===== src/rtl/pipeline_hazard_ctrl_if.sv =====
// Hazard-control bundle between the ID/EX pipeline stages, the divider and the hazard sequencer.
// The master modport is the sequencer side; slave is the pipeline/divider side.
interface pipeline_hazard_ctrl_if;
    logic [4:0] id_rs1;
    logic [4:0] id_rs2;
    logic       id_use_rs1;
    logic       id_use_rs2;
    logic [4:0] ex_rd;
    logic       ex_reg_w_en;
    logic [1:0] ex_mem_r;
    logic       ex_br_taken;
    logic       ex_div_valid;
    logic       div_done;
    logic       pc_stall;
    logic       ifid_stall;
    logic       ifid_flush;
    logic       idex_stall;
    logic       idex_flush;
    logic       div_start;
    logic       div_err;
    logic       busy;

    modport master (
        input  id_rs1, id_rs2, id_use_rs1, id_use_rs2, ex_rd, ex_reg_w_en, ex_mem_r,
        input  ex_br_taken, ex_div_valid, div_done,
        output pc_stall, ifid_stall, ifid_flush, idex_stall, idex_flush, div_start, div_err, busy
    );

    modport slave (
        output id_rs1, id_rs2, id_use_rs1, id_use_rs2, ex_rd, ex_reg_w_en, ex_mem_r,
        output ex_br_taken, ex_div_valid, div_done,
        input  pc_stall, ifid_stall, ifid_flush, idex_stall, idex_flush, div_start, div_err, busy
    );
endinterface


===== src/rtl/pipeline_hazard_ctrl.sv =====
// Stall/flush sequencer for the 5-stage pipeline: branch squash, load-use bubble, divide hold.
// Define HAZARD_PERF_EN to add the perf_lu_stalls / perf_div_cycles / perf_flushes counters.
module pipeline_hazard_ctrl #(
    parameter int unsigned DIV_TIMEOUT = 64,
    parameter int unsigned CNT_W       = 32
) (
    input  logic                   CLK,
    input  logic                   RESET,
    pipeline_hazard_ctrl_if.master hz
`ifdef HAZARD_PERF_EN
    ,
    output logic [CNT_W-1:0]       perf_lu_stalls,
    output logic [CNT_W-1:0]       perf_div_cycles,
    output logic [CNT_W-1:0]       perf_flushes
`endif
);

    if (DIV_TIMEOUT < 2 || DIV_TIMEOUT > 255 || CNT_W < 1) begin : g_param_check
        $error("pipeline_hazard_ctrl: DIV_TIMEOUT must be 2..255 and CNT_W at least 1");
    end

    localparam logic [7:0] TimeoutLast = 8'(DIV_TIMEOUT - 1);

    typedef enum logic {StRun, StDivWait} state_e;

    state_e     state_q, state_d;
    logic [7:0] cnt_q, cnt_d;

    logic load_use;
    logic pc_stall, ifid_stall, ifid_flush, idex_stall, idex_flush;
    logic div_start, div_err, busy;
    logic lu_evt, flush_evt, div_evt;

    always_comb begin
        load_use = (hz.ex_mem_r != 2'd0) && hz.ex_reg_w_en && (hz.ex_rd != 5'd0) &&
                   ((hz.id_use_rs1 && (hz.id_rs1 == hz.ex_rd)) ||
                    (hz.id_use_rs2 && (hz.id_rs2 == hz.ex_rd)));

        state_d    = state_q;
        cnt_d      = cnt_q;
        pc_stall   = 1'b0;
        ifid_stall = 1'b0;
        ifid_flush = 1'b0;
        idex_stall = 1'b0;
        idex_flush = 1'b0;
        div_start  = 1'b0;
        div_err    = 1'b0;
        lu_evt     = 1'b0;
        flush_evt  = 1'b0;
        div_evt    = 1'b0;

        // Reset masks every output, including the divide handshake.
        if (!RESET) begin
            unique case (state_q)
                StRun: begin
                    if (hz.ex_br_taken) begin
                        ifid_flush = 1'b1;
                        idex_flush = 1'b1;
                        flush_evt  = 1'b1;
                    end else if (hz.ex_div_valid) begin
                        pc_stall   = 1'b1;
                        ifid_stall = 1'b1;
                        idex_stall = 1'b1;
                        div_start  = 1'b1;
                        div_evt    = 1'b1;
                        cnt_d      = 8'd0;
                        state_d    = StDivWait;
                    end else if (load_use) begin
                        pc_stall   = 1'b1;
                        ifid_stall = 1'b1;
                        idex_flush = 1'b1;
                        lu_evt     = 1'b1;
                    end
                end
                StDivWait: begin
                    div_evt = 1'b1;
                    if (hz.div_done) begin
                        state_d = StRun;
                    end else if (cnt_q == TimeoutLast) begin
                        div_err = 1'b1;
                        state_d = StRun;
                    end else begin
                        pc_stall   = 1'b1;
                        ifid_stall = 1'b1;
                        idex_stall = 1'b1;
                        cnt_d      = cnt_q + 8'd1;
                    end
                end
                default: state_d = StRun;
            endcase
        end

        busy = !RESET && (state_q == StDivWait);
    end

    always_ff @(posedge CLK) begin
        if (RESET) begin
            state_q <= StRun;
            cnt_q   <= 8'd0;
        end else begin
            state_q <= state_d;
            cnt_q   <= cnt_d;
        end
    end

    assign hz.pc_stall   = pc_stall;
    assign hz.ifid_stall = ifid_stall;
    assign hz.ifid_flush = ifid_flush;
    assign hz.idex_stall = idex_stall;
    assign hz.idex_flush = idex_flush;
    assign hz.div_start  = div_start;
    assign hz.div_err    = div_err;
    assign hz.busy       = busy;

`ifdef HAZARD_PERF_EN
    logic [CNT_W-1:0] lu_cnt_q, lu_cnt_d;
    logic [CNT_W-1:0] div_cnt_q, div_cnt_d;
    logic [CNT_W-1:0] fl_cnt_q, fl_cnt_d;

    // Counters wrap naturally at 2^CNT_W.
    always_comb begin
        lu_cnt_d  = lu_cnt_q + CNT_W'(lu_evt);
        div_cnt_d = div_cnt_q + CNT_W'(div_evt);
        fl_cnt_d  = fl_cnt_q + CNT_W'(flush_evt);
    end

    always_ff @(posedge CLK) begin
        if (RESET) begin
            lu_cnt_q  <= '0;
            div_cnt_q <= '0;
            fl_cnt_q  <= '0;
        end else begin
            lu_cnt_q  <= lu_cnt_d;
            div_cnt_q <= div_cnt_d;
            fl_cnt_q  <= fl_cnt_d;
        end
    end

    assign perf_lu_stalls  = lu_cnt_q;
    assign perf_div_cycles = div_cnt_q;
    assign perf_flushes    = fl_cnt_q;
`endif

endmodule


===== src/flat_wrapper.sv =====
// flat-port wrapper written by rule: the top's interface ports become plain ports
module pipeline_hazard_ctrl_flat 
#(
    parameter int unsigned DIV_TIMEOUT = 64,
    parameter int unsigned CNT_W       = 32
)
  (CLK, RESET, hz_id_rs1, hz_id_rs2, hz_id_use_rs1, hz_id_use_rs2, hz_ex_rd, hz_ex_reg_w_en, hz_ex_mem_r, hz_ex_br_taken, hz_ex_div_valid, hz_div_done, hz_pc_stall, hz_ifid_stall, hz_ifid_flush, hz_idex_stall, hz_idex_flush, hz_div_start, hz_div_err, hz_busy);
  pipeline_hazard_ctrl_if hz_i ();
  input  logic CLK;
  input  logic RESET;
  input wire logic [$bits(hz_i.id_rs1)-1:0] hz_id_rs1;
  input wire logic [$bits(hz_i.id_rs2)-1:0] hz_id_rs2;
  input wire logic [$bits(hz_i.id_use_rs1)-1:0] hz_id_use_rs1;
  input wire logic [$bits(hz_i.id_use_rs2)-1:0] hz_id_use_rs2;
  input wire logic [$bits(hz_i.ex_rd)-1:0] hz_ex_rd;
  input wire logic [$bits(hz_i.ex_reg_w_en)-1:0] hz_ex_reg_w_en;
  input wire logic [$bits(hz_i.ex_mem_r)-1:0] hz_ex_mem_r;
  input wire logic [$bits(hz_i.ex_br_taken)-1:0] hz_ex_br_taken;
  input wire logic [$bits(hz_i.ex_div_valid)-1:0] hz_ex_div_valid;
  input wire logic [$bits(hz_i.div_done)-1:0] hz_div_done;
  output wire logic [$bits(hz_i.pc_stall)-1:0] hz_pc_stall;
  output wire logic [$bits(hz_i.ifid_stall)-1:0] hz_ifid_stall;
  output wire logic [$bits(hz_i.ifid_flush)-1:0] hz_ifid_flush;
  output wire logic [$bits(hz_i.idex_stall)-1:0] hz_idex_stall;
  output wire logic [$bits(hz_i.idex_flush)-1:0] hz_idex_flush;
  output wire logic [$bits(hz_i.div_start)-1:0] hz_div_start;
  output wire logic [$bits(hz_i.div_err)-1:0] hz_div_err;
  output wire logic [$bits(hz_i.busy)-1:0] hz_busy;
  assign hz_i.id_rs1 = hz_id_rs1;
  assign hz_i.id_rs2 = hz_id_rs2;
  assign hz_i.id_use_rs1 = hz_id_use_rs1;
  assign hz_i.id_use_rs2 = hz_id_use_rs2;
  assign hz_i.ex_rd = hz_ex_rd;
  assign hz_i.ex_reg_w_en = hz_ex_reg_w_en;
  assign hz_i.ex_mem_r = hz_ex_mem_r;
  assign hz_i.ex_br_taken = hz_ex_br_taken;
  assign hz_i.ex_div_valid = hz_ex_div_valid;
  assign hz_i.div_done = hz_div_done;
  assign hz_pc_stall = hz_i.pc_stall;
  assign hz_ifid_stall = hz_i.ifid_stall;
  assign hz_ifid_flush = hz_i.ifid_flush;
  assign hz_idex_stall = hz_i.idex_stall;
  assign hz_idex_flush = hz_i.idex_flush;
  assign hz_div_start = hz_i.div_start;
  assign hz_div_err = hz_i.div_err;
  assign hz_busy = hz_i.busy;
  pipeline_hazard_ctrl #(.DIV_TIMEOUT(DIV_TIMEOUT), .CNT_W(CNT_W)) u_core (.CLK(CLK), .RESET(RESET), .hz(hz_i));
endmodule

===== config.mk =====
export PLATFORM = sky130hd
export DESIGN_NAME = pipeline_hazard_ctrl_flat
export DESIGN_NICKNAME = d
export VERILOG_FILES = /design/src/rtl/pipeline_hazard_ctrl_if.sv /design/src/rtl/pipeline_hazard_ctrl.sv /design/src/flat_wrapper.sv
export SDC_FILE = /design/constraint.sdc
export NUM_CORES = 1
export LEC_CHECK = 0
export CAP_MARGIN = 15
export CORE_UTILIZATION = 40
export DETAILED_ROUTE_END_ITERATION = 8
export GPL_ROUTABILITY_DRIVEN = 0
export HOLD_SLACK_MARGIN = 0.08
export PLACE_DENSITY = 0.78
export SLEW_MARGIN = 20
export SYNTH_ARGS = -nofsm -noshare
export SYNTH_HDL_FRONTEND = slang
export SYNTH_SLANG_ARGS = --single-unit

===== constraint.sdc =====
create_clock -name CLK -period 2.11 [get_ports CLK]
set_input_delay 0.422 -clock CLK [delete_from_list [all_inputs] [get_ports CLK]]
set_output_delay 0.422 -clock CLK [all_outputs]
set_load 0.005 [all_outputs]

# After elaboration in Yosys (flattened, before gate mapping)
# Index checks and enable logic that the tools add are counted.
totals:
  word_cells: 51
  out_inout_bits: 8
  regBits: 9
classes:
  n_eq_ne: 7
  mux: 29
  reduce_logical: 11
  bitwise_logic: 1
  add_sub_neg: 1
op_table:
  columns: ["op", "count"]
  rows:
  - ["$mux 8", 4]
  - ["$mux 1", 22]
  - ["$pmux 8 s2", 1]
  - ["$eq 5x5->1", 2]
  - ["$add 8x1->8 const B", 1]
  - ["$eq 8x6->1 const B", 1]
  - ["$ne 2x2->1 const B", 4]
  - ["$logic_and 1x1->1", 6]
  - ["$reduce_bool 5->1", 1]
  - ["$pmux 1 s2", 2]
  - ["$reduce_and 4->1", 1]
  - ["$reduce_bool 2->1", 1]
  - ["$logic_not 1->1", 1]
  - ["$logic_or 1x1->1", 1]
  - ["$not 1->1", 1]

# Depth between registers and ports, before layout
logic_depth:
  ltp_word: 9
  mapped_depth: 6
  depth_no_buf: 5

# Worst setup path before layout
# No wires, ideal clock.
synth_timing:
  kind: "flip-flop to output port"
  start: "register u_core.cnt_q[0]"
  end: "output hz_pc_stall"
  arrival_ns: 1.497
  stages_incl_launch_ff: 7
  n_path_buf: 1
  path_slack_ns: 0.191
  cell_sequence: "dfxtp_1 -> ha_1 -> nor3b_2 -> a21oi_2 -> o32ai_1 -> a211oi_1 -> buf_4"
synth_between:
  elab_chain_cells: 5
synth_rtl:
  columns: ["item", "line", "rtl"]
  rows:
  - ["start: declaration", "pipeline_hazard_ctrl.sv:27", "logic [7:0] cnt_q, cnt_d;"]
  - ["start signal: assignment", "pipeline_hazard_ctrl.sv:102", "cnt_q <= cnt_d;"]
  - ["$eq 8x6->1", "pipeline_hazard_ctrl.sv:79", "end else if (cnt_q == TimeoutLast) begin"]
  - ["$mux 1 (2 in series)", null, null]
  - ["$pmux 1 s2", null, null]
  - ["$mux 1", null, null]
  - ["end: declaration", "flat_wrapper.sv:21", "output wire logic [$bits(hz_i.pc_stall)-1:0] hz_pc_stall;"]
# No other way between the ends.

# Worst setup path after layout
layout_timing:
  start: "input hz_id_rs1[2]"
  end: "output hz_ifid_stall"
layout_between:
  elab_chain_cells: 9
layout_rtl:
  columns: ["item", "line", "rtl"]
  rows:
  - ["start: declaration", "flat_wrapper.sv:11", "input wire logic [$bits(hz_i.id_rs1)-1:0] hz_id_rs1;"]
  - ["$eq 5x5->1", "pipeline_hazard_ctrl.sv:36", "((hz.id_use_rs1 && (hz.id_rs1 == hz.ex_rd)) ||"]
  - ["$logic_and 1x1->1", "pipeline_hazard_ctrl.sv:36", null]
  - ["$logic_or 1x1->1", "pipeline_hazard_ctrl.sv:36", null]
  - ["$logic_and 1x1->1", "pipeline_hazard_ctrl.sv:35", "load_use = (hz.ex_mem_r != 2'd0) && hz.ex_reg_w_en && (hz.ex_rd != 5'd0) &&"]
  - ["$mux 1", "pipeline_hazard_ctrl.sv:68", "end else if (load_use) begin"]
  - ["$mux 1", "pipeline_hazard_ctrl.sv:60", "end else if (hz.ex_div_valid) begin"]
  - ["$mux 1", "pipeline_hazard_ctrl.sv:56", "if (hz.ex_br_taken) begin"]
  - ["$pmux 1 s2", "pipeline_hazard_ctrl.sv:54", "unique case (state_q)"]
  - ["$mux 1", "pipeline_hazard_ctrl.sv:53", "if (!RESET) begin"]
  - ["end: declaration", "flat_wrapper.sv:22", "output wire logic [$bits(hz_i.ifid_stall)-1:0] hz_ifid_stall;"]
# No other way between the ends.

==> summary.md <==
| Metric | Value |
|---|---|
| Outcome | finished, final reports clean |
| Int Power | 0.319 mW |
| Ranking of synthesized cells by area | dfxtp_1, xor2_1, nor2_1 |
| Vias in the first global route | 775 |
| Syn_nets | 110 |
| Vias per inst | 4.93 |
| Number of port buffers | 32 |
| CP arrival | 1690 ps |
| FF-to-FF Start | u_core.cnt_q[1] |
| Worst voltage drop across the vdd grid | 462 uV |
| Setup repair after global routing missed its margin | yes |
| Post-Synthesis Cell Area | 718 sq um |
| Initial antenna violation count | 0 |
| Maximum number of pins on one net before global-route repair | 8 |
| Leakage power | 0.502 nW |
| Data required time of the worst path | 1690 ps |
| Setup slack after layout | 2.84 ps |
| Post-Place Setup Slack | -755 ps |
| Most used DFF post-synth | dfxtp_1 |
| Area of the die | 1970 sq um |
| Ratio of cells with drive above 1 in the final layout | 40.4% |
| Async set-reset flop share out of synthesis | 0% |
| Net switching share of the total power | 26.6% |
| Maximum buffer depth of the clock tree | 2 |
| NumNets Final | 163 |
| Effective utilization at floorplan | 45.1% |
| Post-route non-filler standard cell count | 160 |
| Final-report setup violation count | 0 |
| Post-route antenna net violation count | 0 |
| Cell at the slowest stage of the critical path | clkdlybuf4s50_1 |
| Inserted Clock Buffers | 3 |
| Total number of vias | 788 |
| Mapped Cells | 84 |
| CTS tree | built |
| FF+latch count, synth | 9 |
| Worst slew pin tran | 325 ps |
| Net switching power of the design | 0.115 mW |
| Power, Total | 0.434 mW |
| Type of element capturing the critical path | primary output |
| Total track usage | 23.3% |
| Total DRC errors in the routed layout | 0 |
| Max-slew violation total from the final report | 0 |
| Sequential power share | 40.0% |
| Top delay family on crit path | buffers and inverters |
| Unique cell type count in the Yosys netlist | 35 |
| Portion of synthesized cell area occupied by the leading cell type | 25.1% |
| Most frequent cells in the layout | buf_4, nor2_1, clkdlybuf4s50_1 |
| DRT Pass-1 Iters | 4 |
| Cell area reported after detailed placement | 1170 sq um |
| Power per cell area | 353 nW/um^2 |
| First-pass GRT wire length | 3390 um |
| HPWL after DPL | 1670 um |
| Startpoint type of the worst setup path | input port |
| Grt ovf | 0 |
| WL per Instance | 12.8 um |
| Antenna cell count | 0 |
| Dominant cell type by area after synthesis | dfxtp_1 |
| Worst Path Buf+Inv | 3 |
| Reg clk slew, reported paths | 50 ps |
| Core Box Area | 1590 sq um |
| Hold WC Path Type | flop to flop |
| Mean area per synthesized cell | 8.55 sq um |
| Share of the clock period used by the worst path after layout | 99.9% |
| Achievable clock frequency | 475 MHz |
| Yosys warning total | 0 |
| Sink count of the clock tree | 9 |
| Ports | 33 |
| Most frequent standard cell in the layout excluding fill and tap cells | buf_4 |
| Number of synthesized flops with an enable pin | 0 |
| Skew final | 10.3 ps |
| DR iter-0 viols | 11 |
| Routed WL | 2040 um |
| Htree depth | 1 |
| Shortest clock period the worst path allows after layout | 2110 ps |
| Kind of critical path | input port to primary output |
| Clock insertion delay at the later pin of the skew report | 270 ps |
| Clock power share | 30.7% |
| Floorplan row count | 14 |
| Clock root buffer | clkbuf_4 |
| CTS hold repair buffers | 0 |
| Critical path startpoint | hz_id_rs1[2] |
| Vertical die dimension | 44.4 um |
| Final Hold Slack | 481 ps |
| Final Hold Violating Endpoints | 0 |
| Worst-case headroom to the max-slew limit | 78.2% |
| Gate power share | 29.2% |
| Highest cell delay on the worst timing path | 470 ps |
| MaxCap Viol Count | 0 |
| Layout-stage area growth over the synthesis result | 71.1% |
| Design Area, Final | 1230 sq um |
| Floorplan die width | 44.4 um |
| Cell total after placement | 154 |
| Hold_sp | u_core.cnt_q[5] |
| Worst-path fanout max | 2 |
| Critical path, cell by cell | clkdlybuf4s50_1 > xnor2_1 > a32oi_1 > buf_4 > a211oi_2 > buf_2 |
| Sequential fraction of the synthesis area | 25.1% |
## layout make-up
| class | instances | area [sq um] |
|---|---|---|
| timing repair buffer | 52 | 414 |
| clock buffer | 4 | 26.3 |
| sequential | 9 | 183 |
| tap | 24 | 30.0 |
| fill | 112 | 365 |
| multi-input combinational | 70 | 572 |
| inverter | 1 | 3.75 |
## cell families after synthesis
logic type               count (synthesis)  synth area share, %
flip-flops                               9                 25.1
XOR/XNOR                                15                 18.3
AND/OR/NAND/NOR                         40                 31.0
buffers and inverters                    5                 5.75
adder cells (fa/ha/maj)                  1                 1.74
multiplexers                             2                 3.14
AO/OA/AOI/OAI                           12                 15.0
## Yosys cell counts (2+ instances only)
cell type and number:
a211oi_1 3, a21oi_1 2, buf_4 2, buf_6 2
dfxtp_1 9, mux2_2 2, nand2_1 6, nand3_1 3
nor2_1 12, nor2b_1 2, nor3_1 3, nor4_1 2
xnor2_1 5, xor2_1 10
## path summary, 6_finish.rpt
path                                   endpoint  depth (start not counted)  slack, ps
worst max-delay path              hz_ifid_stall                          6          3
worst max register to register  u_core.cnt_q[0]                          7        600
worst min-delay path            u_core.cnt_q[5]                          2        480
worst min register to register  u_core.cnt_q[5]                          2        480
## what timing repair did
item / 4_1_cts / 5_1_grt
hold endpoints to repair: 0 / 0
gates resized for setup: 54 / 25
pin swaps: 11 / 11
setup buffers: 3 / 1
setup endpoints to repair: 7 / 5
## per-stage QoR
step / setup TNS [ps] / utilization [%]
after detailed placement: -3010 / 73.2
after global placement: -2830 / 73.2
after CTS: -7.53 / 74.9
final: 0 / 77.1
after floorplan: 0 / -
after global routing: -191 / 77.1
## power groups by stage
stage	logic [mW]	registers, mW	clock network [mW]
floorplan	0.0469	0.176	0
global placement	0.124	0.177	0
detailed placement	0.127	0.177	0
CTS	0.118	0.173	0.134
global route	0.139	0.174	0.151
finish	0.127	0.174	0.133
## per-layer routing
metal / track usage (%) / vias to the layer above / routed length [um]
met2: 38.2 / 10 / 1040
met5: 0 / - / 0
met3: 7.76 / 0 / 72
met4: 4.85 / 0 / 0
li1: - / 401 / -
met1: 29.7 / 377 / 929
## flip-flops by register name, indices dropped and copies added (netlist names)
name,count
u_core.cnt_q,8
u_core.state_q,1
## worst min-delay path: stages, from the launching register on
cell and delay (ps):
dfxtp_1 310, o41ai_1 60, a21oi_1 60
Power figures use the tool's default switching activity.
